[src/rtl/enc_prio_hs.sv]
// enc_prio_hs: sticky-pending fixed-priority encoder offering one index at a time over a V/ack handshake
module enc_prio_hs #(
  parameter int N = 4,
  parameter int W = 2
) (
  input  logic         clk,
  input  logic         rst,
  input  logic         E,
  input  logic [N-1:0] req,
  input  logic         ack,
  output logic [W-1:0] Y,
  output logic         V,
  output logic [N-1:0] pend,
  output logic         dup
);
  if (W != $clog2(N)) begin : g_bad_w
    $error("enc_prio_hs: W must equal $clog2(N)");
  end
  typedef enum logic {IDLE, OFERTA} state_t;
  state_t state, state_n;
  logic [N-1:0] cap, clr;
  logic [W-1:0] sel;
  always_ff @(posedge clk)
    if (rst) state <= IDLE;
    else state <= state_n;
  always_comb
    state_n = state == IDLE ? (|pend ? OFERTA : IDLE) : (ack ? IDLE : OFERTA);
  always_comb begin
    V = state == OFERTA;
    cap = E ? req : '0;
    clr = V && ack ? N'(1) << Y : '0;
  end
  always_comb begin
    sel = '0;
    for (int i = N - 1; i >= 0; i--)
      if (pend[i]) sel = W'(i);
  end
  always_ff @(posedge clk)
    if (rst) begin
      pend <= '0;
      Y <= '0;
      dup <= 1'b0;
    end else begin
      pend <= (pend & ~clr) | cap;
      dup <= |(cap & pend & ~clr);
      if (state == IDLE && |pend) Y <= sel;
    end
endmodule
[config.mk]
export PLATFORM = sky130hd
export DESIGN_NAME = enc_prio_hs
export DESIGN_NICKNAME = d
export VERILOG_FILES = /design/src/rtl/enc_prio_hs.sv
export SDC_FILE = /design/constraint.sdc
export NUM_CORES = 1
export LEC_CHECK = 0
export ABC_AREA = 1
export CAP_MARGIN = 30
export CORE_AREA = 2 2 39 41
export DETAILED_ROUTE_END_ITERATION = 6
export DIE_AREA = 0 0 41 43
export GPL_TIMING_DRIVEN = 0
export PLACE_DENSITY = 0.58
export SLEW_MARGIN = 5
export SYNTH_ARGS = -nofsm -noshare
export SYNTH_HDL_FRONTEND = slang
export SYNTH_SLANG_ARGS = --single-unit
[constraint.sdc]
create_clock -name clk -period 1.1 [get_ports clk]
set_input_delay 0.22 -clock clk [delete_from_list [all_inputs] [get_ports clk]]
set_output_delay 0.22 -clock clk [all_outputs]
set_load 0.03 [all_outputs]
==> impl_metrics.sql <==
INSERT INTO impl_metrics (metric_group, metric, value, unit) VALUES
('status', 'status', 'complete, no violations', ''),
('global_route', 'grt_antenna_before_repair', '0', ''),
('hold_path', 'worst_hold_path_type', 'input port to flop', ''),
('placed_design', 'buffer_ports.inserted', '15', ''),
('sta', 'worst_clock_skew', '6.28', 'ps'),
('clock_network', 'tritoncts_num_sinks', '8', ''),
('sta', 'clock.fmax', '941', 'MHz'),
('synth', 'area_fraction_of_the_dominant_cell_type_after_synthesis', '40.8', '%'),
('critical_path', 'critPathMaxStageDelay', '300', 'ps'),
('clock_network', 'clock_network_latency_to_the_later_pin_of_the_worst_skew_pair', '260', 'ps'),
('sta', 'final.period_utilization', '96.7', '%'),
('global_route', 'groute.usage.overall', '13.4', '%'),
('global_route', 'grt_pass1_wl', '1550', 'um'),
('synth', 'synth_xor_xnor_area_share', '0', '%'),
('clock_network', 'root_buffer', 'sky130_fd_sc_hd__clkbuf_4', ''),
('synth', 'synth_top_family_by_area', 'simple AND/OR/NAND/NOR gates', ''),
('detailed_routing', 'drt_iter0_markers', '8', ''),
('sta', 'setup-violations-final', '0', ''),
('layout', 'final_cell_mix', '25 x sky130_fd_sc_hd__nand2_1, 14 x sky130_fd_sc_hd__nor2_1, 10 x sky130_fd_sc_hd__inv_1', ''),
('critical_path', 'critical_path_peak_fanout', '1', ''),
('clock_network', 'postCtsHoldBufs', '0', ''),
('critical_path', 'timing.critical_path.cells', 'clkdlybuf4s15_2', ''),
('layout', 'fraction_of_layout_cells_with_a_size_suffix_above_1', '18.8', '%'),
('clock_network', 'numCtsBuffers', '3', ''),
('synth', 'synth.ff_latch_count', '8', ''),
('critical_path', 'cp_top_family', 'flip-flops', ''),
('placed_design', 'globalplace.congestion', '0.771', ''),
('critical_path', 'crit_slowest_cell', 'sky130_fd_sc_hd__dfxtp_1', ''),
('sta', 'worst_pin_slew', '274', 'ps'),
('clock_network', 'clk_pin_slew_worst_paths', '60', 'ps'),
('sta', 'report.final.slew_viol_count', '0', ''),
('critical_path', 'cp_data_arrival_time', '840', 'ps'),
('detailed_routing', 'drt_first_pass_iters', '4', ''),
('critical_path', 'critical_path_class', 'flop to output pin', ''),
('layout', 'most_frequent_standard_cell_in_the_layout_excluding_fill_and_tap_cells', 'sky130_fd_sc_hd__nand2_1', ''),
('synth', 'yosys_warnings', '0', ''),
('detailed_routing', 'antenna_violating_nets_post_route', '0', ''),
('clock_network', 'cts.path.max_buffers', '2', ''),
('sta', 'hold_violations_final', '0', ''),
('detailed_routing', 'route.detailed.wl_per_inst', '8.96', 'um'),
('clock_network', 'postCtsSetupBuffers', '0', ''),
('sta', 'final_period_demand_of_the_worst_path', '1060', 'ps'),
('layout', 'final_core_util', '41.1', '%'),
('layout', 'design.final.nets', '95', ''),
('floorplan', 'floorplan.core_area', '1380', 'um^2'),
('floorplan', 'die_area', '1760', 'um^2'),
('layout', 'n_fill_cell', '160', ''),
('power_and_ir_drop', 'peakVddDrop', '718', 'uV'),
('layout', 'antenna_cells_inserted', '0', ''),
('sta', 'grt_setup_unrepaired', 'yes', ''),
('synth', 'ys_top_cells_by_area', 'sky130_fd_sc_hd__dfxtp_1 41%, sky130_fd_sc_hd__nand2_1 24%, sky130_fd_sc_hd__nor2_1 13%, sky130_fd_sc_hd__inv_1 9.6%, sky130_fd_sc_hd__a21oi_1 7.6%', ''),
('floorplan', 'design.portCount', '16', ''),
('synth', 'muxShareOfSynthArea', '0', '%'),
('synth', 'post_synth_fa_ha_maj_area_fraction', '0', '%'),
('global_route', 'grt_max_degree', '8', ''),
('critical_path', 'crit_buf_inv', '1', ''),
('placed_design', 'dpl.hpwl', '718', 'um'),
('synth', 'netlist_area', '393', 'um^2'),
('placed_design', 'place_area', '564', 'um^2'),
('clock_network', 'htree_levels', '1', ''),
('critical_path', 'end_kind', 'output pin', ''),
('synth', 'synth_seq_area_share', '40.8', '%'),
('floorplan', 'floorplan.die.width', '41', 'um'),
('flow_run', 'drv_cap', '0', ''),
('detailed_routing', 'vias_per_cell', '4.30', ''),
('synth', 'synth.distinct_cells', '8', ''),
('synth', 'netlist.top_cell.by_area', 'sky130_fd_sc_hd__dfxtp_1', ''),
('critical_path', 'worst-endpoint-required', '880', 'ps'),
('synth', 'postSynthNetCount', '75', ''),
('global_route', 'grt_overflow', '0', ''),
('floorplan', 'rows', '14', '');
kinds of logic (layout without fill, tap and decap cells):
family / Yosys count / in the layout
flip-flops: 8 / 8
buffers and inverters: 11 / 29
AO/OA/AOI/OAI: 8 / 8
AND/OR/NAND/NOR: 40 / 40
sequential cells by signal, summed over array words and instances (netlist names):
signal  cells
dup         1
Y           2
V           1
pend        4
where the power goes:
| part | total, mW | internal [mW] | switching [mW] |
|---|---|---|---|
| clock | 0.227 | 0.125 | 0.102 |
| combinational | 0.209 | 0.0822 | 0.126 |
| sequential | 0.348 | 0.320 | 0.0271 |
metal layers:
layer | vias to the layer above | track usage, % | routed length [um]
li1 | 237 | - | -
met1 | 183 | 16.8 | 422
met2 | 12 | 17.8 | 409
met3 | 2 | 9.42 | 56
met4 | 0 | 4.00 | 17
met5 | - | 0 | 0
cell usage after synthesis (all sizes together):
library cell	count
inv	11
dfxtp	8
nand2	25
nor2	14
nand3	1
a21oi	6
o21ai	2
worst paths after layout:
check / from / to / slack (ps) / cells after the start
worst max-delay path: dup / dup / 40 / 1
worst min-delay path: E / pend[0] / 330 / 3
worst max register to register: V / dup / 170 / 7
worst min register to register: pend[2] / pend[2] / 480 / 2
timing repair:
action                                  4_1_cts  5_1_grt
pin swaps                                     0        0
gates resized for setup                      39        7
endpoints found under the setup margin        8        5
metrics by stage:
step                power (mW)  instances  setup TNS [ps]  worst slack (ps)
global route             0.835        101           -10.1             -10.1
CTS                      0.785        101               0              3.56
detailed placement       0.577         98           -1770              -214
finish                   0.783        101               0              36.7
global placement         0.575         98           -1780              -214
floorplan                0.479         67               0              12.8
layout make-up:
class                      count  area, um^2  share of cell area (%)
clock buffer                   3        22.5                    3.96
multi-input combinational     48         191                    33.6
inverter                      11        41.3                    7.25
timing repair buffer          15         129                    22.6
sequential                     8         165                    29.0
tap                           16        20.0                    3.52
(Power assumes the default switching activity.)
==> variant: new RTL, config.mk and constraints unchanged <==
Make the reset (`rst`) asynchronous in 2 clocked blocks.
--- a/src/rtl/enc_prio_hs.sv
+++ b/src/rtl/enc_prio_hs.sv
@@ -21,5 +21,5 @@
   logic [N-1:0] cap, clr;
   logic [W-1:0] sel;
-  always_ff @(posedge clk)
+  always_ff @(posedge clk or posedge rst)
     if (rst) state <= IDLE;
     else state <= state_n;
@@ -36,5 +36,5 @@
       if (pend[i]) sel = W'(i);
   end
-  always_ff @(posedge clk)
+  always_ff @(posedge clk or posedge rst)
     if (rst) begin
       pend <= '0;
Function: differs if rst is asserted again (counterexample within 4 cycles, from zero or initial values and one cycle with rst high); with rst held inactive, the same outputs for 10 cycles.
==> variant against the original RTL <==
- synthesized area is 4.8% higher
- design area is 9.0% higher
- wire length is 4.5% lower
- worst setup slack better by 0.00058 ns
- sequential cell count stayed put
- maximum frequency hardly changed
- critical endpoint is now pend[3]
- via count is 2.5% lower
Power is not compared: it rests on default switching activity, and its combinational part moved more than twofold at a synthesized area within 25%.
==> variant: results (changes against the original RTL) <==
Place
  – Setup slack at placement: -0.226 ns (was -0.214 ns)
  – Post-placement cell area: 582 um2 (was 564 um2)
  – Cells after DPL: 90 (was 98)
  – GPL Wtd Cong: 0.751 (was 0.771)
  – Post-DP HPWL: 641 um (was 718 um)

Routing
  – Wire length per cell: 8.91 um (was 8.96 um)
  – Met2 Wirelength: 375 um (was 409 um)
  – Initial DRC Count: 13 (was 8)
  – M1 WL: 417 um (was 422 um)
  – DR vias/cell: 4.36 (was 4.30)

Run status
  – Outcome: completed (unchanged)

Global route
  – Largest net degree at the start of global routing: 9 (was 8)
  – Vias in the first global route: 314 (was 378)
  – Initial antenna violation count: 0 (unchanged)
  – First-pass GRT wire length: 1.33 mm (was 1.55 mm)
  – Gr usage total: 11.6% (was 13.4%)

STA
  – Clock period minus worst slack: 1.06 ns (about the same)
  – Worst slew pin tran: 0.311 ns (was 0.274 ns)
  – Clock skew: 0.000994 ns (was 0.00628 ns)
  – Final worst-path cycle share: 96.6% (was 96.7%)

Finish
  – NumNets Final: 91 (was 95)
  – # fillers: 149 (was 160)
  – Non-Filler Instances: 97 (was 101)
  – Ratio of cells with drive above 1 in the final layout: 23.5% (was 18.8%)

Synth
  – Syn avg cell area: 6.98 um2 (was 5.86 um2)
  – Syn nets: 67 (was 75)
  – Top cells by area, synth: dfrtp_1 (49%), nand2_1 (21%), nor2_1 (9.1%) (was dfxtp_1 (41%), nand2_1 (24%), nor2_1 (13%))
  – Share of flip-flops with an asynchronous set or reset: 100% (was 0%)
  – Top FF cell, synth: dfrtp_1 (was dfxtp_1)
  – Distinct cells, synth: 11 (was 8)
  – Seq/Total Area, Yosys: 48.6% (was 40.8%)
  – Top cells by count, synth: nand2_1 (23), nor2_1 (10), dfrtp_1 (8), inv_1 (7) (was nand2_1 (25), nor2_1 (14), inv_1 (10), dfxtp_1 (8), a21oi_1 (6))

Clock tree
  – CTS Buf Count: 3 (unchanged)
  – Clk buf depth: 2 (unchanged)

Setup path
  – Critical path's slowest cell: dfrtp_1 (was dfxtp_1)
  – Critical path's largest stage delay: 0.41 ns (was 0.30 ns)
  – Crit path max fanout: 5 (was 1)

Min path
  – Hold Path Class: in2async (was in2reg)
==> variant: changes by cell type after synthesis, moves of 2 or more <==
cell / delta
a21oi_1: -6
dfrtp_1: +8
dfxtp_1: -8
inv_1: -3
nand2_1: -2
nor2_1: -4
nor2_2: +2
o21ai_1: +2
==> variant: layout make-up <==
type	instances	area, um2	share of cell area [%]
clock buffers	3	22.5	3.63
repair buffers	19	165	26.6
multi-input cells	43	181	29.2
inverters	8	30.0	4.84
well taps	16	20.0	3.23
flip-flops and latches	8	201	32.5
==> variant: kinds of logic (layout without fill, tap and decap cells) <==
logic type / Yosys count / count (layout) / synth area share (%)
simple gates: 38 / 38 / 37.1
compound gates: 5 / 5 / 6.99
buf+inv: 8 / 30 / 7.30
flops: 8 / 8 / 48.6
==> variant: metrics by stage <==
stage          hold slack (ns)  util [%]  TNS, ns  power, mW
3_3_place_gp             0.504      42.0    -1.80       1.38
6_report                 0.225      44.8        0       1.64
5_1_grt                  0.255      44.8        0       1.78
3_5_place_dp             0.505      42.0    -1.74       1.38
4_1_cts                  0.235      41.1        0       1.51
2_1_floorplan           0.0357         -        0       1.05
==> variant: metal layers <==
metal / up-vias / track usage (%)
met5: - / 0
met2: 12 / 13.8
met3: 2 / 7.85
met4: 0 / 6.00
li1: 223 / -
met1: 186 / 15.4
==> variant: repair_timing <==
action | in CTS | in global routing
endpoints found under the setup margin | 8 | 7
setup buffers | 0 | 4
resized for setup | 42 | 12
cloned | 0 | 0
==> variant: power by group through the flow <==
stage	clock network (mW)	logic, mW	registers [mW]
final	0.223	0.876	0.543
after global routing	0.246	0.969	0.564
after CTS	0.233	0.738	0.543
after detailed placement	0	0.825	0.550
after global placement	0	0.827	0.550
after floorplan	0	0.282	0.768
==> variant: final timing paths <==
path / start / slack (ns) / endpoint
min in group clk: pend[0] / 0.54 / pend[0]
min reg2reg: pend[0] / 0.54 / pend[0]
max in group asynchronous: rst / 0.62 / Y[1]
max reg2reg: Y[1] / 0.07 / dup
min: rst / 0.22 / pend[2]
max: pend[3] / 0.04 / pend[3]
